## src/rtl/fault_map_loader.sv

```systemverilog
// Collects M activation beats into a vector next to a configurable per-lane fault map; start_reading pulses the cycle after the last beat.
// Config and activation beats are stalled (ready low) from that pulse until read_done; config wins over activation in IDLE.
module fault_map_loader #(
    parameter int N = 16,
    parameter int M = 16,
    localparam int LW = $clog2(M)
) (
    input  logic                clk,
    input  logic                reset,
    input  logic                cfg_valid,
    output logic                cfg_ready,
    input  logic [LW-1:0]       cfg_lane,
    input  logic                cfg_flip,
    input  logic                cfg_patch,
    input  logic [N-1:0]        cfg_value,
    input  logic                cfg_clear,
    input  logic                act_valid,
    output logic                act_ready,
    input  logic [N-1:0]        act_data,
    input  logic                read_done,
    output logic [M-1:0][N-1:0] activation_org,
    output logic [M-1:0][N-1:0] activation_cache,
    output logic [M-1:0]        f,
    output logic [M-1:0]        p,
    output logic                start_reading,
    output logic                busy,
    output logic                cfg_err
);

    typedef enum logic [1:0] {
        IDLE,
        FILL,
        ISSUE,
        HOLD
    } state_t;

    state_t          state;
    state_t          state_nxt;
    logic [LW-1:0]   lane_cnt;
    logic            cfg_fire;
    logic            clear_now;
    logic            act_fire;
    logic            last_lane;

    assign cfg_ready     = (state == IDLE);
    assign act_ready     = (state == FILL) || (state == IDLE && !cfg_valid && !cfg_clear);
    assign clear_now     = (state == IDLE) && cfg_clear;
    assign cfg_fire      = cfg_valid && cfg_ready && !cfg_clear;
    assign act_fire      = act_valid && act_ready;
    assign last_lane     = (lane_cnt == LW'(M - 1));
    assign start_reading = (state == ISSUE);
    assign busy          = (state != IDLE);

    always_ff @(posedge clk or posedge reset) begin
        if (reset) begin
            state <= IDLE;
        end else begin
            state <= state_nxt;
        end
    end

    always_comb begin
        state_nxt = state;
        case (state)
            IDLE:    if (act_fire) state_nxt = FILL;
            FILL:    if (act_fire && last_lane) state_nxt = ISSUE;
            ISSUE:   state_nxt = HOLD;
            HOLD:    if (read_done) state_nxt = IDLE;
            default: state_nxt = IDLE;
        endcase
    end

    // Fault map: clear outranks a same-cycle write; out-of-range lanes only raise the sticky error.
    always_ff @(posedge clk or posedge reset) begin
        if (reset) begin
            f                <= '0;
            p                <= '0;
            activation_cache <= '0;
            cfg_err          <= 1'b0;
        end else if (clear_now) begin
            f                <= '0;
            p                <= '0;
            activation_cache <= '0;
        end else if (cfg_fire) begin
            if (32'(cfg_lane) < M) begin
                f[cfg_lane]                <= cfg_flip;
                p[cfg_lane]                <= cfg_patch;
                activation_cache[cfg_lane] <= cfg_value;
            end else begin
                cfg_err <= 1'b1;
            end
        end
    end

    // lane_cnt wraps explicitly at M-1 so non-power-of-two lane counts work.
    always_ff @(posedge clk or posedge reset) begin
        if (reset) begin
            activation_org <= '0;
            lane_cnt       <= '0;
        end else if (act_fire) begin
            activation_org[lane_cnt] <= act_data;
            lane_cnt                 <= last_lane ? '0 : lane_cnt + LW'(1);
        end
    end

endmodule

```

## config.mk

```make
export PLATFORM = sky130hd
export DESIGN_NAME = fault_map_loader
export DESIGN_NICKNAME = d
export VERILOG_FILES = /design/src/rtl/fault_map_loader.sv
export SDC_FILE = /design/constraint.sdc
export NUM_CORES = 1
export LEC_CHECK = 0
export CORE_AREA = 3 3 227 229
export DETAILED_ROUTE_END_ITERATION = 12
export DIE_AREA = 0 0 230 232
export GPL_ROUTABILITY_DRIVEN = 0
export GPL_TIMING_DRIVEN = 0
export PLACE_DENSITY = 0.72
export REMOVE_ABC_BUFFERS = 1
export SLEW_MARGIN = 20
export SYNTH_ARGS = -nofsm -noshare
export SYNTH_HDL_FRONTEND = slang
export SYNTH_SLANG_ARGS = --single-unit
```

## constraint.sdc

```tcl
create_clock -name clk -period 26.6 [get_ports clk]
set_clock_uncertainty 0.2 [all_clocks]
set_input_delay 5.32 -clock clk [delete_from_list [all_inputs] [get_ports clk]]
set_output_delay 5.32 -clock clk [all_outputs]
set_load 0.005 [all_outputs]
```

---- Yosys cells after proc, flatten, opt, wreduce, memory -nomap -nowiden ----
Cells that the tools add are included.
operators by class
  add/sub/neg operators ................... 1
  magnitude comparators ................... 4
  equality and inequality tests ........... 7
  muxes and demuxes ....................... 21
  reduce and logical (&&, ||, !) cells .... 16
operator list
  kind                   count
  $bwmux W256            2
  $mux W256              2
  $demux W16 S4          2
  $mux W16               6
  $bwmux W16             2
  $lt A4 B5 Y1 const B   2
  $logic_and A1 B1 Y1    9
  $ge A4 B1 Y1 const B   2
  $pmux W2 S4            1
  $mux W2                3
  $add A4 B1 Y4 const B  1
  $demux W1 S4           1
  $eq A2 B2 Y1 const B   2
  $eq A4 B4 Y1 const B   1
  $mux W4                1
  $ne A2 B1 Y1 const B   2
  $reduce_bool A2 Y1     2
  $reduce_and A3 Y1      1
  $eq A2 B1 Y1 const B   1
  $logic_not A1 Y1       2
  $logic_not A2 Y1       1
  $ne A2 B2 Y1 const B   1
  $logic_or A1 B1 Y1     1
  $mux W1                1
storage, ports and cells
  word-level logic and storage cells ...... 85
  output and inout bits ................... 549
  flip-flop bits (word level) ............. 550

---- Logic depth before layout (Yosys ltp) ----
Gate-level depths: netlist of run 1.
  word-level depth ........................ 8
  gate-level depth with buffers ........... 9
  mapped depth without buffers ............ 6

---- Worst setup path before layout of run 1 ----
No wires, ideal clock.
  path type ............................... input port to output port
  start point ............................. in cfg_clear
  end point ............................... out act_ready
  data required time ...................... 21.080 ns
  path slack .............................. 15.159 ns
  cell stages on the path ................. 4
  arrival time ............................ 5.921 ns
  path through ............................ nor3b_2 > or2_1 > buf_6 > buf_12
between the ends
  word-level cells in the longest chain between the ends .. 3
ends and longest elaborated chain
  element              RTL line  RTL
  from (decl)          16        input logic cfg_clear,
  $logic_not A1 Y1     46        assign act_ready = (state == FILL) || (state == IDLE && !cfg_valid && !cfg_clear);
  $logic_and A1 B1 Y1  46
  $logic_or A1 B1 Y1   46
  to (decl)            18        output logic act_ready,
No other way between the ends.

---- Worst setup path in the final report of run 1 ----
  start point ............................. in cfg_valid
  end point ............................... out act_ready
between the ends
  word-level cells in the longest chain between the ends .. 4
ends and longest elaborated chain
  element                           RTL line  RTL
  from (decl)                       10        input logic cfg_valid,
  $logic_not A1 Y1                  46
  $logic_and A1 B1 Y1 (2 in a row)  46
  $logic_or A1 B1 Y1                46
No other way between the ends.

==> flow_summary_export.csv, run 1 <==
group,metric,value,unit
run_status,status,"finished, final reports clean",
global_route,grt_pass1_wl,106,mm
power,vdd_ir_drop_max,0.0482,mV
power,leakagePower,13.1,nW
critical_path,reg2regPathDepth,6,
place,dp_cells,2788,
synthesis,synthMuxAreaShare,15.1,%
synthesis,synthTopCellsByArea,"dfrtp_1, mux2_2, o21ai_0, nand2_1, mux2_4",
sta,relSlewSlack,23.6,%
synthesis,synth-simple-area-share,8.37,%
final_layout,area_growth,39.6,%
clocking,cts_htree_levels,2,
power,seqPwrFrac,40.8,%
synthesis,ys_seq_area_share,65.5,%
synthesis,synth_ff_type,"dfrtp_1",
synthesis,synthDistinctLibCells,40,
critical_path,r2r-start,"state[0]$_DFFE_PP0P_",
floorplanning,die_area,53400,sq um
global_route,grt_pass1_vias,15800,
floorplanning,num_io_pins,593,
synthesis,avgSynthCellArea,12.9,sq um
synthesis,yosys.area.top_type_share,65.5,%
worst_hold_path,worstHoldPathType,"reg -> reg",
drt,ant_nets,0,
worst_hold_path,min-delay-start,"activation_cache[12]$_DFFE_PP0P_",
drt,vias,15500,
power,powerDensity,95.3,nW/um^2
power,power,2.79,mW
critical_path,r2r-end,"activation_org[188]$_DFFE_PP0P_",
critical_path,worstSetupStartpointType,"primary input",
global_route,grt_max_degree,112,
clocking,numClockSinks,550,
critical_path,criticalPathCategory,"in -> out",
sta,worst_slack,13.52,ns
synthesis,synth_compound_area_share,7.72,%
sta,rsz0062_at_grt,"no",
sta,drv_slew,0,
global_route,grtUsageTotal,26.5,%
drt,routed_via_density,5.35,
synthesis,synth_commonest_cells,"dfrtp_1, nand2_1, o21ai_0, mux2_2, mux2_4",
drt,postRouteWirelength,72.4,mm
global_route,grt_overflow,0,
synthesis,postSynth.asyncResetShare,100,%
synthesis,ys_seq_elements,550,
clocking,clock_latency,0.60,ns
clocking,cts_root_buf,"clkbuf_16",
final_layout,stdcell_area,29300,sq um
sta,max_freq,0.0764,GHz
place,post-place-ws,13.50,ns
clocking,tritoncts,"yes",
floorplanning,die_w,230,um
sta,final-hold-violation-count,0,
place,place_area,27400,sq um
power,p_clk_share,28.9,%
critical_path,worstSetupEndpointType,"output port",
final_layout,final_cells,2894,
power,switching_share,28.8,%
final_layout,fill_cells,4010,
global_route,antenna_found_initial,0,
critical_path,rrSetupSlack,22.68,ns
worst_hold_path,holdPathStages,2,
drt,drt_first_iter_violations,887,
synthesis,yosysTopAreaCell,"dfrtp_1",
synthesis,synth_xor_area_share,0.0417,%
final_layout,final_nets,2228,
place,hpwl,49.8,mm
floorplanning,core,49900,sq um
clocking,cts_resized,0,
sta,setup_violations,0,
sta,hold_slack,0.276,ns
clocking,numCtsBuffers,57,
place,port_buffers,591,
final_layout,drive_above_1_share,17.9,%
sta,fin_crit,13.08,ns
clocking,clk_pin_slew,0.06,ns
synthesis,synthAdderAreaFrac,0.536,%
floorplanning,die_y,232,um
power,cell_internal_pwr,1.99,mW
drt,drcViolationCount,0,
clocking,clk_path_buf_depth,3,
floorplanning,initial_core_util,42.1,%
synthesis,yosysMostFrequentCell,"dfrtp_1",
drt,routedWlPerCell,25.0,um
power,combPwrFrac,30.3,%
critical_path,critPathMaxFanout,15,
power,p_switching,806,uW
critical_path,crit_end,"act_ready",
run,maxCapViolCount,0,
clocking,cts_setup_buffers,0,
critical_path,crit_start,"cfg_valid",
synthesis,syn-cell-area,21000,sq um
critical_path,required,21.08,ns
synthesis,synth_top_family_by_area,"multiplexers",
critical_path,crit_arrival,7.56,ns
synthesis,synth_warnings,0,
sta,period_share,49.2,%
clocking,holdBufCountCts,0,
sta,worst_slew_pin_slew,1.14,ns
synthesis,synth_edf_count,0,
synthesis,synthCells,1623,
drt,drtPass1Iterations,5,
floorplanning,rows,82,
==> critical path, stage by stage <==
cell	delay [ns]
clkdlybuf4s50_1	0.47
nor3b_2	0.22
or2_1	0.80
clkdlybuf4s50_1	0.74
==> worst min-delay path by stage <==
stage                                        to  slack, ns
3_3_place_gp   activation_cache[25]$_DFFE_PP0P_       0.26
5_1_grt        activation_cache[72]$_DFFE_PP0P_       0.30
4_1_cts        activation_cache[12]$_DFFE_PP0P_       0.28
6_report       activation_cache[12]$_DFFE_PP0P_       0.28
2_1_floorplan   activation_cache[0]$_DFFE_PP0P_       0.27
3_5_place_dp    activation_cache[0]$_DFFE_PP0P_       0.27
==> layout make-up <==
| cell class | count | area, sq um | share of cell area (%) |
|---|---|---|---|
| clock inverters | 22 | 228 | 0.777 |
| diodes | 1 | 2.50 | 0.00854 |
| multi-input cells | 963 | 6700 | 22.9 |
| flip-flops and latches | 550 | 13800 | 46.9 |
| well taps | 672 | 841 | 2.87 |
| inverters | 7 | 33.8 | 0.115 |
| repair buffers | 596 | 6050 | 20.6 |
| clock buffers | 83 | 1700 | 5.78 |
==> flip-flops by register name (all words and copies together) (netlist names) <==
name,cells
activation_cache,256
lane_cnt,4
state,2
f,16
p,16
activation_org,256
==> placed cells by master, fill, tap and decap left out, types with 6 or more instances in the layout <==
master and count:
dfrtp_1 550, nand4_4 7, ha_1 9, mux2_4 70, inv_1 6, clkbuf_16 58, nand3_1 8, clkinv_2 12
clkbuf_1 10, clkdlybuf4s50_1 590, mux2_2 188, o21ai_2 17, o21ai_0 292, nand2_1 322, clkbuf_8 15
==> cell families (layout without fill, tap and decap cells) <==
kind of cell | count (synthesis) | count (layout)
buf+inv | 110 | 708
other cells | 1 | 2
flops | 550 | 550
compound gates | 312 | 312
fa+ha+maj | 9 | 9
simple gates | 381 | 381
xor+xnor | 1 | 1
mux | 259 | 259
==> metal layers <==
metal,share of wire (%),vias up,wire [um],global-route usage [%]
met4,5.3,0,3840,12.8
met5,0,-,0,0
li1,-,6655,-,-
met1,38,8021,27500,32.0
met3,7.2,183,5240,6.84
met2,49,620,35800,44.6
==> power by group through the flow <==
stage	sequential (mW)	combinational (mW)	clock, mW
after detailed placement	1.15	0.854	0
after global placement	1.14	0.833	0
after CTS	1.14	0.858	0.820
final	1.14	0.848	0.806
after global routing	1.16	0.896	0.853
after floorplan	1.15	0.288	0
==> stage by stage <==
stage	util, %	TNS [ns]
3_5_place_dp	54.9	0
4_1_cts	58.8	0
3_3_place_gp	54.6	-1.98
2_1_floorplan	-	0
6_report	58.8	0
5_1_grt	58.8	0
Note: power is estimated with default switching activity, not from simulation.
==> inputs of run 2 (changes only) <==
--- a/config.mk
+++ b/config.mk
@@ -5,9 +5,9 @@
 export SDC_FILE = /design/constraint.sdc
 export NUM_CORES = 1
 export LEC_CHECK = 0
-export CORE_AREA = 3 3 227 229
+export CORE_AREA = 3 3 232 234
 export DETAILED_ROUTE_END_ITERATION = 12
-export DIE_AREA = 0 0 230 232
+export DIE_AREA = 0 0 235 237
 export GPL_ROUTABILITY_DRIVEN = 0
 export GPL_TIMING_DRIVEN = 0
 export PLACE_DENSITY = 0.72
==> constraint.sdc (replaced) <==
create_clock -name clk -period 12 [get_ports clk]
set_clock_uncertainty 0.2 [all_clocks]
set_input_delay 2.4 -clock clk [delete_from_list [all_inputs] [get_ports clk]]
set_output_delay 2.4 -clock clk [all_outputs]
set_load 0.005 [all_outputs]
==> run 2 against run 1 <==
Effect of this change:
- wire length is 4.0% lower
- sequential share of layout area down 0.090 points
- clock-buffer cell count decreased by 4
- setup slack worse by 8.7 ns
- clock power up 130%
- core utilization down 2.6 points
- die area grew 4.4%
- combinational power rose by 120%
- largest cell class unchanged
==> flow_summary_export.csv, run 2 (synthesis results as in run 1) <==
group,metric,value,unit
clocking,numCtsBuffers,56,
worst_hold_path,holdPathStages,2,
critical_path,criticalPathCategory,"in -> out",
floorplanning,die_y,237,um
drt,drt_first_iter_violations,863,
sta,max_freq,0.139,GHz
critical_path,cpLargestDelayFamily,"buffers and inverters",
critical_path,worstSetupEndpointType,"output port",
power,vdd_ir_drop_max,0.115,mV
sta,worst_slew_pin_slew,1.17,ns
power,leakagePower,13.1,nW
power,powerDensity,211,nW/um^2
place,place_area,27400,sq um
floorplanning,die_w,235,um
clocking,clk_path_buf_depth,3,
final_layout,mostFrequentLayoutCells,"clkdlybuf4s50_1, dfrtp_1, nand2_1, o21ai_0, mux2_2",
final_layout,area_growth,39.9,%
final_layout,antennaDiodeCount,0,
place,port_buffers,591,
critical_path,critPathBufInv,2,
sta,period_share,60.1,%
clocking,clk_pin_slew,0.06,ns
drt,postRouteWirelength,69.5,mm
power,p_switching,1.72,mW
floorplanning,num_io_pins,593,
global_route,grt_overflow,0,
critical_path,crit_arrival,4.62,ns
sta,fin_crit,7.22,ns
critical_path,cpMostUsedCell,"clkdlybuf4s50_1",
sta,final-hold-violation-count,0,
place,post-place-ws,4.79,ns
place,hpwl,47.3,mm
power,switching_share,27.8,%
drt,vias,15200,
final_layout,drive_above_1_share,17.9,%
power,seqPwrFrac,40.8,%
final_layout,reg.largest.list,"activation_cache: 256 flops, activation_org: 256 flops",
global_route,antenna_found_initial,4,
final_layout,layout_commonest_cell,"clkdlybuf4s50_1",
global_route,grt_pass1_vias,15700,
sta,relSlewSlack,21.8,%
drt,ant_nets,0,
critical_path,critPathMaxFanout,15,
clocking,holdBufCountCts,0,
floorplanning,die_area,55700,sq um
clocking,tritoncts,"yes",
critical_path,required,9.40,ns
power,p_clk_share,29.6,%
drt,drcViolationCount,0,
critical_path,cp.depth,4,
global_route,grt_max_degree,110,
floorplanning,core,52200,sq um
sta,drv_slew,0,
sta,setup_violations,0,
clocking,numClockSinks,550,
critical_path,worstSetupStartpointType,"primary input",
power,combPwrFrac,29.6,%
worst_hold_path,worstHoldPathType,"reg -> reg",
global_route,grt_pass1_wl,104,mm
critical_path,crit_path_cell_trace,"clkdlybuf4s50_1 > nor3b_2 > or2_1 > clkdlybuf4s50_1",
power,cell_internal_pwr,4.47,mW
critical_path,slowest_delay,0.77,ns
critical_path,reg2regPathDepth,6,
sta,worst_slack,4.78,ns
clocking,cts_setup_buffers,0,
drt,drtPass1Iterations,5,
sta,rsz0062_at_grt,"no",
final_layout,stdcell_area,29400,sq um
drt,routedWlPerCell,23.9,um
clocking,cts_htree_levels,2,
clocking,cts_resized,0,
drt,routed_via_density,5.23,
clocking,clock_latency,0.58,ns
critical_path,critical-path-slowest-cell,"or2_1",
global_route,grtUsageTotal,24.4,%
floorplanning,initial_core_util,40.2,%
clocking,cts_root_buf,"clkbuf_16",
run_status,status,"finished, final reports clean",
run,maxCapViolCount,0,
floorplanning,rows,84,
final_layout,final_nets,2227,
[run 2: tightest hold or removal path, delay by kind of cell, from the launching register on]
kind | cells | cell delay [ns]
flops | 1 | 0.34
compound gates | 1 | 0.06
simple gates | 1 | 0.04
[run 2: power by group through the flow]
stage          clock network [mW]  logic (mW)  registers (mW)
2_1_floorplan                   0       0.638            2.56
3_3_place_gp                    0        1.80            2.53
3_5_place_dp                    0        1.84            2.55
4_1_cts                      1.86        1.85            2.52
5_1_grt                      1.94        1.94            2.58
6_report                     1.83        1.83            2.53
[run 2: path summary, 6_finish.rpt]
check                                                 from                               end  slack, ns
hold reg to reg            activation_cache[9]$_DFFE_PP0P_   activation_cache[9]$_DFFE_PP0P_       0.28
max in group asynchronous                            reset  activation_cache[12]$_DFFE_PP0P_       8.07
setup reg to reg                      state[0]$_DFFE_PP0P_    activation_org[18]$_DFFE_PP0P_       8.33
setup / recovery                                 cfg_valid                         act_ready       4.78
hold / removal             activation_cache[9]$_DFFE_PP0P_   activation_cache[9]$_DFFE_PP0P_       0.28
min in group asynchronous                            reset    activation_org[28]$_DFFE_PP0P_       2.08
[run 2: cell type report]
type                       count  area [sq um]
timing repair buffer         596          6050
fill                        4263         22900
clock buffer                  79          1620
inverter                       7          33.8
sequential                   550         13800
tap                          688           861
multi-input combinational    963          6720
clock inverter                25           327
[run 2: layer usage]
layer / global-route usage (%) / part of all wire [%] / vias to the layer above
met5: 0 / 0.069 / -
met4: 6.99 / 2.6 / 6
met3: 9.83 / 10 / 117
met2: 40.7 / 48 / 656
met1: 29.2 / 39 / 7802
li1: - / - / 6621
[run 2: per-stage QoR]
stage	util [%]	power, mW	cells	hold slack [ns]	TNS [ns]
CTS	56.2	6.24	2908	0.282	0
detailed placement	52.5	4.39	2804	0.269	0
finish	56.2	6.19	2908	0.277	0
global placement	52.2	4.33	2799	0.261	-6387.28
floorplan	-	3.20	1520	0.273	-3287.49
global route	56.2	6.46	2908	0.306	0
